### src/rtl/image_frame_streamer.sv
// rtl/image_frame_streamer.sv - snapshots the 32x32 VGA bitmap at vsync and streams it row by row.
// Optional bounding-box tracking is enabled with IMG_BBOX_EN.
module image_frame_streamer #(
    parameter int IMG_DIM = 32
) (
    input  logic                       clkVga,
    input  logic                       iRstN,
    input  logic                       iVs,
    input  logic [IMG_DIM*IMG_DIM-1:0] iImage,
    input  logic                       iStart,
    output logic                       oBusy,
    output logic                       oValid,
    input  logic                       iReady,
    output logic [IMG_DIM-1:0]         oData,
    output logic [4:0]                 oRow,
    output logic                       oLast,
    output logic                       oDone,
`ifdef IMG_BBOX_EN
    output logic [4:0]                 oXMin,
    output logic [4:0]                 oXMax,
    output logic [4:0]                 oYMin,
    output logic [4:0]                 oYMax,
    output logic                       oEmpty,
`endif
    output logic [10:0]                oPixCount
);

    typedef enum logic [1:0] {
        IDLE    = 2'd0,
        WAIT_VS = 2'd1,
        SEND    = 2'd2,
        DONE    = 2'd3
    } state_t;

    state_t                     state_q, state_d;
    logic [IMG_DIM*IMG_DIM-1:0] snap_q;
    logic [4:0]                 row_q;
    logic [10:0]                count_q;
    logic [10:0]                pix_q;
    logic                       vs_q1, vs_q2;
    logic                       fall;
    logic                       capture;
    logic                       hs;
    logic [IMG_DIM-1:0]         row_data;
    logic [5:0]                 row_pop;

    assign fall = vs_q2 & ~vs_q1;

    // Transposed read: word bit x is pixel (x, row_q).
    always_comb begin
        row_data = '0;
        row_pop  = '0;
        for (int x = 0; x < IMG_DIM; x++) begin
            row_data[x] = snap_q[{5'(x), row_q}];
            row_pop     = row_pop + 6'(snap_q[{5'(x), row_q}]);
        end
    end

    always_comb begin
        state_d = state_q;
        capture = 1'b0;
        hs      = 1'b0;
        case (state_q)
            IDLE: begin
                if (iStart) state_d = WAIT_VS;
            end
            WAIT_VS: begin
                if (fall) begin
                    capture = 1'b1;
                    state_d = SEND;
                end
            end
            SEND: begin
                hs = iReady;
                if (iReady && (row_q == 5'd31)) state_d = DONE;
            end
            DONE: begin
                state_d = IDLE;
            end
            default: state_d = IDLE;
        endcase
    end

    always_ff @(posedge clkVga or negedge iRstN) begin
        if (!iRstN) begin
            state_q <= IDLE;
            snap_q  <= '0;
            row_q   <= '0;
            count_q <= '0;
            pix_q   <= '0;
            vs_q1   <= 1'b1;
            vs_q2   <= 1'b1;
        end else begin
            vs_q1   <= iVs;
            vs_q2   <= vs_q1;
            state_q <= state_d;
            if (capture) begin
                snap_q  <= iImage;
                row_q   <= '0;
                count_q <= '0;
            end else if (hs) begin
                row_q   <= row_q + 5'd1;
                count_q <= count_q + {5'd0, row_pop};
            end
            if (state_q == DONE) pix_q <= count_q;
        end
    end

    assign oBusy     = (state_q != IDLE);
    assign oValid    = (state_q == SEND);
    assign oData     = row_data;
    assign oRow      = row_q;
    assign oLast     = (state_q == SEND) && (row_q == 5'd31);
    assign oDone     = (state_q == DONE);
    assign oPixCount = pix_q;

`ifdef IMG_BBOX_EN
    logic       bb_any;
    logic [4:0] bb_xmin, bb_xmax, bb_ymin, bb_ymax;
    logic [4:0] lo_x, hi_x;
    logic       row_any;

    always_comb begin
        lo_x    = '0;
        hi_x    = '0;
        row_any = |row_data;
        for (int i = IMG_DIM - 1; i >= 0; i--) begin
            if (row_data[i]) lo_x = 5'(i);
        end
        for (int i = 0; i < IMG_DIM; i++) begin
            if (row_data[i]) hi_x = 5'(i);
        end
    end

    // Rows arrive in ascending order, so the latest set row is always the y maximum.
    always_ff @(posedge clkVga or negedge iRstN) begin
        if (!iRstN) begin
            bb_any  <= 1'b0;
            bb_xmin <= '0;
            bb_xmax <= '0;
            bb_ymin <= '0;
            bb_ymax <= '0;
            oXMin   <= '0;
            oXMax   <= '0;
            oYMin   <= '0;
            oYMax   <= '0;
            oEmpty  <= 1'b1;
        end else begin
            if (capture) begin
                bb_any  <= 1'b0;
                bb_xmin <= '0;
                bb_xmax <= '0;
                bb_ymin <= '0;
                bb_ymax <= '0;
            end else if (hs && row_any) begin
                bb_any  <= 1'b1;
                bb_ymax <= row_q;
                if (!bb_any) begin
                    bb_xmin <= lo_x;
                    bb_xmax <= hi_x;
                    bb_ymin <= row_q;
                end else begin
                    if (lo_x < bb_xmin) bb_xmin <= lo_x;
                    if (hi_x > bb_xmax) bb_xmax <= hi_x;
                end
            end
            if (state_q == DONE) begin
                oXMin  <= bb_xmin;
                oXMax  <= bb_xmax;
                oYMin  <= bb_ymin;
                oYMax  <= bb_ymax;
                oEmpty <= ~bb_any;
            end
        end
    end
`endif

endmodule

### config.mk
export PLATFORM = sky130hd
export DESIGN_NAME = image_frame_streamer
export DESIGN_NICKNAME = d
export VERILOG_FILES = /design/src/rtl/image_frame_streamer.sv
export SDC_FILE = /design/constraint.sdc
export NUM_CORES = 2
export LEC_CHECK = 0
export BUFFER_PORTS_ARGS = -buffer_cell sky130_fd_sc_hd__buf_2
export CORE_AREA = 2 2 423 425
export DETAILED_ROUTE_END_ITERATION = 16
export DIE_AREA = 0 0 425 427
export PLACE_DENSITY = 0.44
export SLEW_MARGIN = 20
export SYNTH_ARGS = -nofsm -noshare
export SYNTH_HDL_FRONTEND = slang
export SYNTH_SLANG_ARGS = --single-unit
### constraint.sdc
create_clock -name clkVga -period 8.3 [get_ports clkVga]
set_input_delay 1.66 -clock clkVga [delete_from_list [all_inputs] [get_ports clkVga]]
set_output_delay 1.66 -clock clkVga [all_outputs]
set_load 0.005 [all_outputs]
; ---- After elaboration in Yosys (flattened, before gate mapping)
; Index checks and enable logic that the tools add are counted.
[totals]
regBits = 1055
in_bits = 1029
elab_cells = 162
[classes]
add_sub_neg = 33
order_cmp = 32
eq_ne = 7
n_mux = 75
bitwise = 2
n_reduce_logical = 6
[ops]
columns = operator, count
row1 = $lt 10x11->1 const B, 16
row2 = $bmux 1 s5, 32
row3 = $add 6x1->6, 26
row4 = $lt 9x11->1 const B, 8
row5 = $lt 8x11->1 const B, 4
row6 = $mux 1, 35
row7 = $lt 7x11->1 const B, 2
row8 = $mux 11, 2
row9 = $add 11x6->11, 1
row10 = $lt 5x11->1 const B, 1
row11 = $lt 6x11->1 const B, 1
row12 = $mux 5, 2
row13 = $pmux 2 s4, 1
row14 = $add 5x1->6, 1
row15 = $mux 2, 3
row16 = $add 4x1->5, 1
row17 = $add 5x1->5 const B, 1
row18 = $eq 5x5->1 const B, 1
row19 = $add 3x1->4, 1
row20 = $eq 2x2->1 const B, 2
row21 = $ne 2x2->1 const B, 2
row22 = $reduce_bool 2->1, 2
row23 = $add 2x1->3, 1
row24 = $reduce_and 3->1, 1
row25 = other kinds (7), 8

; ---- Longest topological paths before layout
[depth]
depth_word = 36
ltp_mapped = 25
depth_no_buf = 21

; ---- Least setup slack after synthesis
; Ideal clock, no wire load.
[synth_timing]
path_kind = reg2reg
start = register row_q[0], in the netlist oRow[0]
end = register count_q[8]
setup_time_ps = 132
arrival_time_ps = 6438
path_slack_ps = 1730
stages_incl_launch_ff = 21
n_path_buf = 3
synth_period_minus_slack_ps = 6570
path_cell_list = dfrtp_1 -> buf_6 -> buf_6 -> buf_4 -> mux4_2 -> a2111oi_0 -> a21oi_1 -> fa_1 -> inv_1 -> fa_1 -> fa_1 -> fa_1 -> fa_1 -> fa_1 -> fa_1 -> fa_1 -> nor2b_1 -> o31ai_1 -> a211oi_1 -> xnor2_1 -> nor2_1
[synth_via]
elab_cells_between_ends = 98
[synth_lines]
columns = element, line_no
row1 = start: declaration, 37  ; logic [4:0] row_q;
row2 = start signal: assignment, 102  ; row_q <= row_q + 5'd1;
row3 = $bmux 1 s5, --
row4 = $mux 1, --
row5 = via oData[23], 14  ; output logic [IMG_DIM-1:0] oData,
row6 = $add 6x1->6 (9 in series), 55  ; row_pop = row_pop + 6'(snap_q[{5'(x), row_q}]);
row7 = $add 11x6->11, 103  ; count_q <= count_q + {5'd0, row_pop};
row8 = $mux 11, 101  ; end else if (hs) begin
row9 = $mux 11, 97  ; if (capture) begin
row10 = end signal: assignment, 103
row11 = end: declaration, 38  ; logic [10:0] count_q;
; The timed path passes the listed nets, and every way through them passes these cells. The select of a mux whose other input is x is not followed.
; A chain may end at the register's enable or synchronous reset.

; ---- Worst setup path in the final report
[layout_timing]
start = register row_q[0], in the netlist oRow[0]
end = register count_q[10]
[layout_via]
elab_chain_len = 36
elab_cells_between_ends = 98
[layout_rtl]
columns = element, line_no
row1 = $bmux 1 s5, 55
row2 = $mux 1 (implied by the code), 55
row3 = $add 1x1->2, 55
row4 = $add 2x1->3, 55
row5 = $add 3x1->4, 55
row6 = $add 4x1->5, 55
row7 = $add 5x1->6, 55
row8 = $add 6x1->6 (25 in series), 55
row9 = $add 6x1->6 *, 55
row10 = $add 11x6->11 *, 103
row11 = $mux 11 *, 101
row12 = $mux 11 *, 97
; Mark *: on every way between the ends. The rest lies on a longest branch, timed or not. The select of a mux whose other input is x is not followed.

==> flow_summary.yaml <==
layout:
  mostFrequentLayoutCell: "nand2_1"
  syn_to_final_growth_pct: 24.7
  final_util_pct: 34.1
  final_cell_mix: "nand2_1, buf_2, dfrtp_1, mux4_2, mux2i_1"
  nets: 7248
  drive_above_1_share_pct: 25.3
  fillers: 18600
  fin_area_sq_um: 60500
clock_tree:
  cts_resized: 0
  cts_hold_buf: 0
  cts.sinks: 1055
  clkTransAtPathRegs_ps: 60
  numCtsBuffers: 121
  ctsHtreeMaxLevel: 3
  cts_tree: "done"
  cts_buffer_depth: 3
  clockRootBuffer: "clkbuf_16"
  postCtsSetupBuffers: 0
  clock_latency_ps: 780
worst_setup_path:
  crit_arrival_ps: 8410
  critPathRequiredTime_ps: 8910
  end_kind: "register"
  startpoint: "oRow[0]"
  reg2reg_slack_ps: 510
  start_kind: "register"
  cp_max_fo: 25
  reg2reg_depth: 18
  critPathKind: "register to register"
  rr_startpoint: "oRow[0]"
routing:
  wirelength_um: 205000
  drt_iter0_markers: 3109
  drtPass1Iterations: 5
  vias: 40400
  wire_per_inst_um: 23.7
  viasPerCell: 4.68
  ant_nets: 0
  drc_errors: 0
min_path:
  min-delay-path-class: "register to register"
  hp-start: "vs_q1"
  hold_depth: 0
yosys:
  yosys_warnings: 0
  synth_cells: 5214
  synth_edf_count: 0
  synth.top_cell.area_share_pct: 54.3
  synth_area_leader_cell: "dfrtp_1"
  seq_area_frac_synth_pct: 54.4
  synth_cell_type_count: 57
  ys_async_sr_fraction_pct: 100
  netlist_area_sq_um: 48500
  synth_area_leaders: "dfrtp_1, nand2_1, mux4_2"
  syn_avg_cell_area_sq_um: 9.31
  ys_ff_latch: 1055
  synth_ff_type: "dfrtp_1"
  synth_nets: 6291
placement:
  dp_slack_ps: 472
  place_congestion: 0.864
  placed_cell_area_sq_um: 56300
  hpwlAfterDp_um: 150000
  io_buffers: 1080
global_routing:
  first_global_vias: 41400
  grt_start_max_net_pins: 223
  grt_usage_pct: 21.9
  grt_pass1_wl_um: 289000
  grt_antenna_before_repair: 24
  overflow: 0
sta:
  timing.slew.headroom_pct: 14.0
  worst_clock_skew_ps: 26.1
  finalCritPeriodShare_pct: 93.9
  slew_violations: 0
  finalHoldViolCount: 0
  rsz0062_at_grt: "false"
  fin_tns_setup_ps: 0
  setup_slack_ps: 506
  setup_viol: 0
  fmax_mhz: 128
  post-route-min-period_ps: 7790
  worst_pin_slew_ps: 1290
power:
  power_density_nw_per_um2: 503
  peakVddDrop_v: 0.00177
  leakagePower_nw: 31.3
die:
  die_w_um: 425
  rows: 155
  io_pins: 1081
  initial_core_util_pct: 27.4
  die_h_um: 427
  design.core.area_sq_um: 177000
  dieArea_sq_um: 181000
run:
  maxCapViolCount: 0
status:
  status: "finished, final reports clean"
Yosys cell counts (2+ instances only):
cell type,count
mux2i_1,124
a21oi_1,34
and3_1,2
and2_1,3
ha_1,22
a211oi_1,34
mux4_2,193
buf_4,9
nand2_1,3100
a22o_1,27
buf_6,23
dfstp_2,2
xnor2_1,3
nor2b_1,5
nor2_1,27
a21o_1,12
a22oi_1,32
nand3b_1,4
o21a_1,2
xor2_1,4
nand2b_1,3
o221ai_1,33
a41o_1,5
nor3_1,2
buf_2,95
dfrtp_1,1053
o21ai_0,6
nand3_1,2
mux2_2,17
inv_1,42
buf_1,6
a2111oi_2,3
o211ai_1,2
nand4_1,2
a2111oi_0,8
o22ai_1,32
fa_1,26
clkbuf_1,196
layer usage:
layer  global-route usage, %  routed length, um  vias to the layer above
met4                    9.47               9010                        4
met1                    27.8              84100                    20300
met3                    3.17               9420                      293
li1                        -                  -                    18700
met5                       0                 21                        -
met2                    37.3             102000                     1227
stage by stage:
stage | hold slack [ps] | power, mW | instances
floorplan | 363 | 20.4 | 5214
global placement | 390 | 25.0 | 8402
detailed placement | 392 | 24.9 | 8402
CTS | 404 | 30.8 | 8625
global route | 410 | 32.9 | 8637
finish | 409 | 30.4 | 8638
worst max-delay path: stages, from the launching register on:
cell and delay, ps:
dfrtp_4 850, buf_4 300, mux4_2 500, a2111oi_0 760
a21oi_1 220, fa_1 680, inv_1 140, fa_1 470
fa_1 530, fa_1 440, fa_1 510, fa_1 430
fa_1 430, fa_1 460, nor2b_1 210, o31ai_1 170
a211oi_1 300, xnor2_1 160, nor2_1 60
state kept, by name (all words and copies together) (netlist names):
name       cells
snap_q      1024
vs_q1          1
count_q       11
oPixCount     11
oRow           5
state_q        2
vs_q2          1
where the power goes:
part | total (mW) | leakage (nW) | internal [mW] | switching, mW
Clock | 5.68 | 2.04 | 3.37 | 2.32
Combinational | 15.4 | 16.5 | 6.78 | 8.58
Sequential | 9.39 | 12.8 | 7.70 | 1.69
Total | 30.4 | 31.3 | 17.8 | 12.6
kinds of logic (layout without fill, tap and decap cells):
kind of cell    after synthesis  after routing  synth area share [%]
mux                         334            334                  11.9
compound gates              239            239                  3.67
fa+ha+maj                    48             48                  1.64
simple gates               3158           3158                  24.6
other cells                   0             12                     0
flops                      1055           1055                  54.4
buf+inv                     373           1430                  3.61
xor+xnor                      7              7                 0.126
worst paths after layout:
check | end
min in group asynchronous | oPixCount[6]
max reg2reg | count_q[10]
max in group asynchronous | snap_q[626]
max | count_q[10]
min reg2reg | vs_q2
min | vs_q2
layout make-up:
cell class	count	area (sq um)	area share [%]
multi-input cells	3786	20400	33.7
diodes	12	30.0	0.0496
well taps	2355	2950	4.87
flip-flops and latches	1055	26400	43.6
clock inverters	40	597	0.986
inverters	42	158	0.260
clock buffers	183	3580	5.92
repair buffers	1165	6390	10.6
No activity file was read; power rests on OpenSTA's default activity.
